===== src/rtl/ram_req_port_if.sv =====
// rtl/ram_req_port_if.sv - request/response bus between an initiator and ram_req_port
//
// Purpose: bundles the request (valid/ready/we/addr/wdata) and read-response
// (valid/ready/rdata) handshakes of the word-store port.
// Parameters: N address width, M data width.
// Modports:
//   master - initiator: drives req_valid, req_we, req_addr, req_wdata, rsp_ready
//   slave  - storage:   drives req_ready, rsp_valid, rsp_rdata
interface ram_req_port_if #(
  parameter int N = 6,
  parameter int M = 16
);
  logic         req_valid;
  logic         req_ready;
  logic         req_we;
  logic [N-1:0] req_addr;
  logic [M-1:0] req_wdata;
  logic         rsp_valid;
  logic         rsp_ready;
  logic [M-1:0] rsp_rdata;

  modport master (
    output req_valid, req_we, req_addr, req_wdata, rsp_ready,
    input  req_ready, rsp_valid, rsp_rdata
  );

  modport slave (
    input  req_valid, req_we, req_addr, req_wdata, rsp_ready,
    output req_ready, rsp_valid, rsp_rdata
  );
endinterface


===== src/rtl/ram_req_port.sv =====
// rtl/ram_req_port.sv - single-port 2^N x M word store with clearing sweep and registered read response
//
// Purpose: services word read/write requests over a valid/ready handshake.
// After reset or a clr pulse the whole store is swept to zero (one word per
// cycle) before requests are accepted. Reads return through a registered,
// back-pressurable response channel.
// Ports:
//   clk       rising-edge clock
//   rst_n     asynchronous active-low reset
//   clr       synchronous one-cycle pulse restarting the clearing sweep
//   init_done high once the clearing sweep has completed
//   bus       ram_req_port_if.slave (request and response handshakes)
module ram_req_port #(
  parameter int N = 6,
  parameter int M = 16
) (
  input  logic           clk,
  input  logic           rst_n,
  input  logic           clr,
  output logic           init_done,
  ram_req_port_if.slave  bus
);

  typedef enum logic {
    ST_INIT = 1'b0,
    ST_RUN  = 1'b1
  } state_t;

  state_t       state_q, state_d;
  logic [N-1:0] cnt_q, cnt_d;
  logic         rsp_valid_q, rsp_valid_d;
  logic [M-1:0] rsp_rdata_q, rsp_rdata_d;

  logic [M-1:0] mem_q [2**N];

  logic         req_ready;
  logic         acc_wr;
  logic         acc_rd;
  logic         sweep_last;
  logic         mem_we;
  logic [N-1:0] mem_waddr;
  logic [M-1:0] mem_wdata;

  // State register and sweep counter
  always_ff @(posedge clk or negedge rst_n) begin
    if (!rst_n) begin
      state_q <= ST_INIT;
      cnt_q   <= '0;
    end else begin
      state_q <= state_d;
      cnt_q   <= cnt_d;
    end
  end

  // Next-state logic; clr wins over sweep progress in either state
  always_comb begin
    state_d    = state_q;
    cnt_d      = cnt_q;
    sweep_last = (cnt_q == {N{1'b1}});
    if (clr) begin
      state_d = ST_INIT;
      cnt_d   = '0;
    end else if (state_q == ST_INIT) begin
      if (sweep_last) begin
        state_d = ST_RUN;
        cnt_d   = '0;
      end else begin
        cnt_d = cnt_q + 1'b1;
      end
    end
  end

  // Output / datapath control
  always_comb begin
    init_done = (state_q == ST_RUN);
    // A stalled response blocks every request, writes included, so the
    // initiator sees one uniform ready condition.
    req_ready = (state_q == ST_RUN) && !clr && (!rsp_valid_q || bus.rsp_ready);
    acc_wr    = req_ready && bus.req_valid && bus.req_we;
    acc_rd    = req_ready && bus.req_valid && !bus.req_we;
    mem_we    = 1'b0;
    mem_waddr = cnt_q;
    mem_wdata = '0;
    if (state_q == ST_INIT) begin
      mem_we = 1'b1;
    end else if (acc_wr) begin
      mem_we    = 1'b1;
      mem_waddr = bus.req_addr;
      mem_wdata = bus.req_wdata;
    end
  end

  assign bus.req_ready = req_ready;

  // Response register: a new read replaces a response being consumed in the
  // same cycle; clr leaves a pending response untouched.
  always_comb begin
    rsp_valid_d = rsp_valid_q;
    rsp_rdata_d = rsp_rdata_q;
    if (acc_rd) begin
      rsp_valid_d = 1'b1;
      rsp_rdata_d = mem_q[bus.req_addr];
    end else if (rsp_valid_q && bus.rsp_ready) begin
      rsp_valid_d = 1'b0;
    end
  end

  always_ff @(posedge clk or negedge rst_n) begin
    if (!rst_n) begin
      rsp_valid_q <= 1'b0;
      rsp_rdata_q <= '0;
    end else begin
      rsp_valid_q <= rsp_valid_d;
      rsp_rdata_q <= rsp_rdata_d;
    end
  end

  assign bus.rsp_valid = rsp_valid_q;
  assign bus.rsp_rdata = rsp_rdata_q;

  // Word store; no reset, contents are defined by the INIT sweep
  always_ff @(posedge clk) begin
    if (mem_we) begin
      mem_q[mem_waddr] <= mem_wdata;
    end
  end

endmodule


===== src/flat_wrapper.sv =====
// flat-port wrapper written by rule: the top's interface ports become plain ports
module ram_req_port_flat 
#(
  parameter int N = 6,
  parameter int M = 16
)
  (clk, rst_n, clr, init_done, bus_req_valid, bus_req_we, bus_req_addr, bus_req_wdata, bus_rsp_ready, bus_req_ready, bus_rsp_valid, bus_rsp_rdata);
  ram_req_port_if #(.N(N), .M(M)) bus_i ();
  input  logic clk;
  input  logic rst_n;
  input  logic clr;
  output logic init_done;
  input wire logic [$bits(bus_i.req_valid)-1:0] bus_req_valid;
  input wire logic [$bits(bus_i.req_we)-1:0] bus_req_we;
  input wire logic [$bits(bus_i.req_addr)-1:0] bus_req_addr;
  input wire logic [$bits(bus_i.req_wdata)-1:0] bus_req_wdata;
  input wire logic [$bits(bus_i.rsp_ready)-1:0] bus_rsp_ready;
  output wire logic [$bits(bus_i.req_ready)-1:0] bus_req_ready;
  output wire logic [$bits(bus_i.rsp_valid)-1:0] bus_rsp_valid;
  output wire logic [$bits(bus_i.rsp_rdata)-1:0] bus_rsp_rdata;
  assign bus_i.req_valid = bus_req_valid;
  assign bus_i.req_we = bus_req_we;
  assign bus_i.req_addr = bus_req_addr;
  assign bus_i.req_wdata = bus_req_wdata;
  assign bus_i.rsp_ready = bus_rsp_ready;
  assign bus_req_ready = bus_i.req_ready;
  assign bus_rsp_valid = bus_i.rsp_valid;
  assign bus_rsp_rdata = bus_i.rsp_rdata;
  ram_req_port #(.N(N), .M(M)) u_core (.clk(clk), .rst_n(rst_n), .clr(clr), .init_done(init_done), .bus(bus_i));
endmodule

===== config.mk =====
export PLATFORM = sky130hd
export DESIGN_NAME = ram_req_port_flat
export DESIGN_NICKNAME = d
export VERILOG_FILES = /design/src/rtl/ram_req_port_if.sv /design/src/rtl/ram_req_port.sv /design/src/flat_wrapper.sv
export SDC_FILE = /design/constraint.sdc
export NUM_CORES = 1
export LEC_CHECK = 0
export ABC_AREA = 1
export CAP_MARGIN = 10
export CORE_ASPECT_RATIO = 2
export CORE_MARGIN = 2
export CORE_UTILIZATION = 40
export CTS_CLUSTER_DIAMETER = 80
export DETAILED_ROUTE_END_ITERATION = 6
export GPL_ROUTABILITY_DRIVEN = 0
export PLACE_DENSITY = 0.65
export SYNTH_ARGS = -nofsm -noshare
export SYNTH_HDL_FRONTEND = slang
export SYNTH_SLANG_ARGS = --single-unit
export TNS_END_PERCENT = 50

===== constraint.sdc =====
create_clock -name clk -period 3.15 [get_ports clk]
set_clock_uncertainty 0.05 [all_clocks]
set_input_delay 0.7875 -clock clk [delete_from_list [all_inputs] [get_ports clk]]
set_output_delay 0.7875 -clock clk [all_outputs]
set_load 0.05 [all_outputs]

==> run metrics, run 1 <==
Mapped Area 42500 sq um; CP Capture Type output port; share of the synthesized area in the top cell type 72.4%; Hold Path Sink u_core.bus.rsp_rdata[11]$_DFFE_PN0P_; io pins 47; vias per std cell 5.40; CP max-delay cell clkdlybuf4s50_1; cell taking the most area after synthesis edfxtp_1; Worst R2R Path Depth 11; largest fanout on the critical path 6; largest net degree at the start of global routing 91; H-tree depth 3; Die W 234 um; Final Critical Period 2.93 ns; Setup WS pre-CTS -0.122 ns; category of the most critical setup path reg -> out; Setup Viol. Count Final 0; HP Start u_core.bus.rsp_rdata[11]$_DFFE_PN0P_; Final #Nets 3737; clk slew on worst S/H paths 0.07 ns; Max stage delay on crit path 0.88 ns; WL/cell 23.9 um; worst hold slack 0.433 ns; first-pass GRT wire length 178000 um; total global routing overflow 0; core area 106000 sq um; FF-to-FF End u_core.mem_q[19][3]$_DFFE_PP_; worst-margin pin slew 0.536 ns; drt initial violations 3023; RR Startpoint u_core.init_done$_DFF_PN0_; Fill cells 9364; cts hold-fix bufs 0; Worst setup SP type flip-flop; post-CTS resize count 0; row cnt 169; Reg2Reg Setup Slack 0.59 ns; Detailed Routing Iterations Pass 1 6; drt total wl 123000 um; area growth from synthesis to layout 15.4%; Worst Path Required 2.31 ns; CTS buffer count 88; clock latency on the worst-skew pair 0.70 ns; status complete, no violations; Post-synth EDFFs 1024; Multi-input gate area 10100 sq um; RSZ-0062 raised after global routing no; Unique masters post-synth 27; die area 109000 sq um; Buf/Inv on CP 1; initial antenna violation count 1; hold crit path type reg -> reg; register bit total from synthesis 1048; CP top delay family buffers and inverters; Avg Inst Size Synth 11.8 sq um; crit-path cells clkdlybuf4s50_1; Arr. time, crit path 2.09 ns; final core utilization 46.3%; Synth Instances 3597; Synth top cells by count 1229 x nand2_1, 1024 x edfxtp_1, 933 x nand3_1; Vias 27800; dominant synthesized flop cell edfxtp_1; vias in the first global route 27300; I/O Buffers 46; fraction of layout cells with a size suffix above 1 10.2%; setup ws final 0.222 ns; sequential-to-total area share from yosys stat 73.8%; Max IR drop VDD 0.458 mV; DRC violations left 0; Post-Syn Nets 3626; fmax 0.342 GHz; Starting Density 40.2%; overall routing resource usage 22.7%; Root Driver clkbuf_16; Slew Viols, Final 0; Async S/R FF share, synth 2.29%; CTS Buffer Depth 3; most common cell in the netlist nand2_1; hold path depth 2; Power Density 571 nW/um^2; P_leak 18.6 nW; antenna-violating nets left 0; Slew HR 64.2%; DP HPWL 77400 um; dominant cells by area after synthesis edfxtp_1 72%, nand3_1 11%, nand2_1 11%, dfrtp_1 1.4%, buf_2 0.97%; clk sinks 1048; Die H 465 um; Final period util 92.9%; max-cap violations 0; Synth Warn # 0; Setup Buffers After CTS 0; sequential cell area 31400 sq um; Final Hold Fails 0; CTS tree built; Power, Total 28.0 mW
stage by stage:
| step | TNS (ns) | cell area [sq um] | cells |
|---|---|---|---|
| final | 0 | 49000 | 5151 |
| after detailed placement | -42.53 | 46100 | 4986 |
| after floorplan | -308.52 | 42500 | 3597 |
| after global placement | -23.52 | 46100 | 4986 |
| after CTS | 0 | 49000 | 5150 |
| after global routing | 0 | 49000 | 5151 |
sequential cells by signal, indices dropped and copies added, names as in the netlist:
signal                cells
u_core.bus.rsp_rdata     16
u_core.bus.rsp_valid      1
u_core.cnt_q              6
u_core.init_done          1
u_core.mem_q           1024
area by class of cell:
| class | count | share of cell area (%) |
|---|---|---|
| Antenna cell | 1 | 0.00511 |
| Clock buffer | 112 | 4.85 |
| Clock inverter | 52 | 1.08 |
| Inverter | 38 | 0.337 |
| Multi-Input combinational cell | 2284 | 20.7 |
| Sequential cell | 1048 | 64.0 |
| Tap cell | 1368 | 3.49 |
| Timing Repair Buffer | 248 | 5.57 |
power breakdown:
part / total, mW / internal, mW / switching (mW)
combinational: 1.68 / 0.484 / 1.20
clock: 11.1 / 6.13 / 4.99
sequential: 15.2 / 15.1 / 0.0233
total: 28.0 / 21.8 / 6.21
logic make-up (layout without fill, tap and decap cells):
| logic type | Yosys count | after routing | share of synthesized area (%) |
|---|---|---|---|
| and+or+nand+nor | 2265 | 2265 | 23.2 |
| DFF | 1048 | 1048 | 73.8 |
| buffers and inverters | 265 | 450 | 2.61 |
| AOI/OAI and AO/OA | 15 | 15 | 0.292 |
| xor gates and xnor gates | 3 | 3 | 0.0619 |
| adders and majority gates | 1 | 1 | 0.0295 |
| other | 0 | 1 | 0 |
worst register-to-register path: stages, from the launching register on:
cell	delay [ns]
dfrtp_1	0.53
nand2_2	0.13
nor2_4	0.13
nand3_2	0.09
buf_12	0.16
nand2_1	0.12
o21ai_4	0.13
inv_2	0.19
nand4_4	0.12
buf_4	0.22
nor2_1	0.19
buf_4	0.21
cell usage in the layout (no fill, tap or decap), drive strengths merged:
cell type / Yosys / routed
o21ai: 10 / 10
o22ai: 3 / 3
nand3: 934 / 934
nand2: 1233 / 1233
clkinv: 1 / 30
nand4: 8 / 8
nor2: 88 / 88
dfrtp: 24 / 24
a21oi: 2 / 2
ha: 1 / 1
bufinv: 0 / 9
clkinvlp: 0 / 8
clkbuf: 105 / 112
buf: 122 / 207
diode: 0 / 1
nor3: 2 / 2
xnor2: 1 / 1
inv: 37 / 43
xor2: 2 / 2
edfxtp: 1024 / 1024
clkdlybuf4s50: 0 / 41
per-layer routing:
metal  up-vias  wire length [um]  GRT usage [%]
met4         0             12000           19.2
li1      12900                 -              -
met1     13400             41100           24.3
met5         -                 0              0
met2      1185             62900           39.2
met3       348              6970           2.76
worst max-delay path by stage:
| stage | cells after the start | to | from |
|---|---|---|---|
| final | 1 | init_done | u_core.init_done$_DFF_PN0_ |
| after global routing | 1 | init_done | u_core.init_done$_DFF_PN0_ |
| after CTS | 1 | init_done | u_core.init_done$_DFF_PN0_ |
| after detailed placement | 13 | u_core.mem_q[27][15]$_DFFE_PP_ | clr |
| after global placement | 13 | u_core.mem_q[27][15]$_DFFE_PP_ | clr |
| after floorplan | 6 | u_core.mem_q[0][0]$_DFFE_PP_ | clr |
Note: power is estimated with default switching activity, not from simulation.
==> run 2, diff against run 1 <==
- CORE_MARGIN: 2 -> 1
- SETUP_SLACK_MARGIN: not set -> 0.3
==> run 2 against run 1 <==
Effect of this change: design area up 1.2%; combinational power barely moved; sequential power barely moved; via count decreased by 0.46%; critical path depth is the same; die area down 1.3%; fmax grew 5.7%; critical endpoint is now bus_rsp_rdata[6]; largest cell class unchanged; register-to-register slack about the same; first-iteration DRC count down 1.9%.
==> run metrics, run 2 (same netlist as run 1, synthesis figures left out) <==
status complete, no violations (unchanged); Max IR drop VDD 0.472 mV (was 0.458 mV); initial antenna violation count 1 (unchanged); Die W 232 um (was 234 um); antenna-violating nets left 0 (unchanged); H-tree depth 3 (unchanged); Worst Path Required 2.31 ns (about the same); Slew Viols, Final 0 (unchanged); drt total wl 120000 um (was 123000 um); Starting Density 40.4% (was 40.2%); Root Driver clkbuf_16 (unchanged); clk slew on worst S/H paths 0.07 ns (about the same); drt initial violations 2965 (was 3023); CP Capture Type output port (unchanged); Inst Count DP 4970 (was 4986); Final Hold Fails 0 (unchanged); vias in the first global route 27400 (was 27300); I/O Buffers 46 (unchanged); Final Critical Period 2.77 ns (was 2.93 ns); CTS buffer count 83 (was 88); P_leak 18.6 nW (about the same); Final period util 88.0% (was 92.9%); register name with the most flops u_core.mem_q (unchanged); row cnt 168 (was 169); Detailed Routing Iterations Pass 1 5 (was 6); Multi-input gate area 10300 sq um (was 10100 sq um); WL/cell 23.4 um (was 23.9 um); CTS tree built (unchanged); crit-path cells clkdlybuf4s50_1 (unchanged); DP HPWL 76100 um (was 77400 um); clock latency on the worst-skew pair 0.69 ns (was 0.70 ns); Die H 463 um (was 465 um); number of flip-flops in the largest register 1024 (unchanged); die area 108000 sq um (was 109000 sq um); first-pass GRT wire length 175000 um (was 178000 um); Final #Nets 3724 (was 3737); Power Density 552 nW/um^2 (was 571 nW/um^2); worst hold slack 0.434 ns (was 0.433 ns); Max stage delay on crit path 0.83 ns (was 0.88 ns); Vias 27700 (was 27800); most frequent cells in the layout 1229 x nand2_1, 1024 x edfxtp_1, 933 x nand3_1 (unchanged); fmax 0.361 GHz (was 0.342 GHz); Worst setup SP type flip-flop (unchanged); io pins 47 (unchanged); Fill cells 9195 (was 9364); total global routing overflow 0 (unchanged); CTS Buffer Depth 3 (unchanged); CP max-delay cell clkdlybuf4s50_1 (unchanged); category of the most critical setup path reg -> out (unchanged); setup ws final 0.380 ns (was 0.222 ns); Setup Viol. Count Final 0 (unchanged); final core utilization 47.2% (was 46.3%); core area 105000 sq um (was 106000 sq um); DRC violations left 0 (unchanged); RSZ-0062 raised after global routing no (unchanged); setup_tns 0 ns (unchanged); area growth from synthesis to layout 16.8% (was 15.4%); largest fanout on the critical path 2 (was 6); worst-margin pin slew 0.607 ns (was 0.536 ns); sequential cell area 31400 sq um (unchanged); clk sinks 1048 (unchanged); overall routing resource usage 22.5% (was 22.7%); fin cells 5116 (was 5151); Slew HR 59.5% (was 64.2%); fraction of layout cells with a size suffix above 1 11.5% (was 10.2%); commonest non-fill, non-tap cell in the layout nand2_1 (unchanged); max-cap violations 0 (unchanged); CP top delay family buffers and inverters (unchanged); Arr. time, crit path 1.93 ns (was 2.09 ns); Setup WS pre-CTS -0.105 ns (was -0.122 ns); largest net degree at the start of global routing 97 (was 91); hold crit path type reg -> reg (unchanged); vias per std cell 5.41 (was 5.40); Buf/Inv on CP 1 (unchanged)
[run 2: changes by cell type in the layout (fill, tap and decap cells not counted), moves of 9 or more]
cell       change
nor2_1        -64
clkbuf_1      -11
clkbuf_16      -9
nor2_2        +64
buf_4         -66
buf_12        +58
[run 2: per-layer routing]
metal,wire (um),up-vias,GRT usage (%)
met5,0,-,0
met4,8870,0,15.5
met3,6340,297,2.49
met2,63000,1085,40.0
met1,41400,13400,24.7
li1,-,12800,-
[run 2: area by class of cell]
type	count	share of cell area, %
multi-input combinational	2284	20.7
clock buffer	92	4.26
tap	1360	3.43
timing repair buffer	240	6.84
antenna	1	0.00505
clock inverter	53	1.18
sequential	1048	63.2
inverter	38	0.333
[run 2: worst min-delay path, delay by kind of cell, from the launching register on]
family,cells,cell delay [ns]
flops,1,0.35
simple gates,2,0.11
[run 2: final timing paths]
path	slack, ns	end	startpoint	cells past startpoint
worst max register to register	0.60	u_core.mem_q[51][13]$_DFFE_PP_	u_core.init_done$_DFF_PN0_	12
max in group asynchronous	2.29	u_core.cnt_q[5]$_DFFE_PN0P_	rst_n	2
worst min register to register	0.43	u_core.bus.rsp_rdata[11]$_DFFE_PN0P_	u_core.bus.rsp_rdata[11]$_DFFE_PN0P_	2
worst min-delay path	0.43	u_core.bus.rsp_rdata[11]$_DFFE_PN0P_	u_core.bus.rsp_rdata[11]$_DFFE_PN0P_	2
min in group asynchronous	0.44	u_core.bus.rsp_rdata[1]$_DFFE_PN0P_	rst_n	2
worst max-delay path	0.38	bus_rsp_rdata[6]	u_core.bus.rsp_rdata[6]$_DFFE_PN0P_	1
[run 2: power by group]
group          internal (mW)  switching, mW
registers               15.1         0.0240
logic                  0.492           1.17
clock network           5.64           4.89
total                   21.3           6.08
[run 2: what timing repair did]
item                                    in CTS  in global routing
endpoints found under the setup margin       1                  0
gates resized for setup                      1                  0
buffers inserted                             0                  0
hold buffers                                 0                  0
[run 2: metrics by stage]
step,power [mW],cell area [sq um]
3_5_place_dp,17.1,46900
6_report,27.4,49600
3_3_place_gp,17.1,46900
5_1_grt,28.1,49600
2_1_floorplan,16.4,42700
4_1_cts,27.5,49600
==> run 3, diff against run 2 <==
- HOLD_SLACK_MARGIN: not set -> 0.08
==> results of run 3 <==
The final DEF is identical to that of run 2; final timing and power are the same.
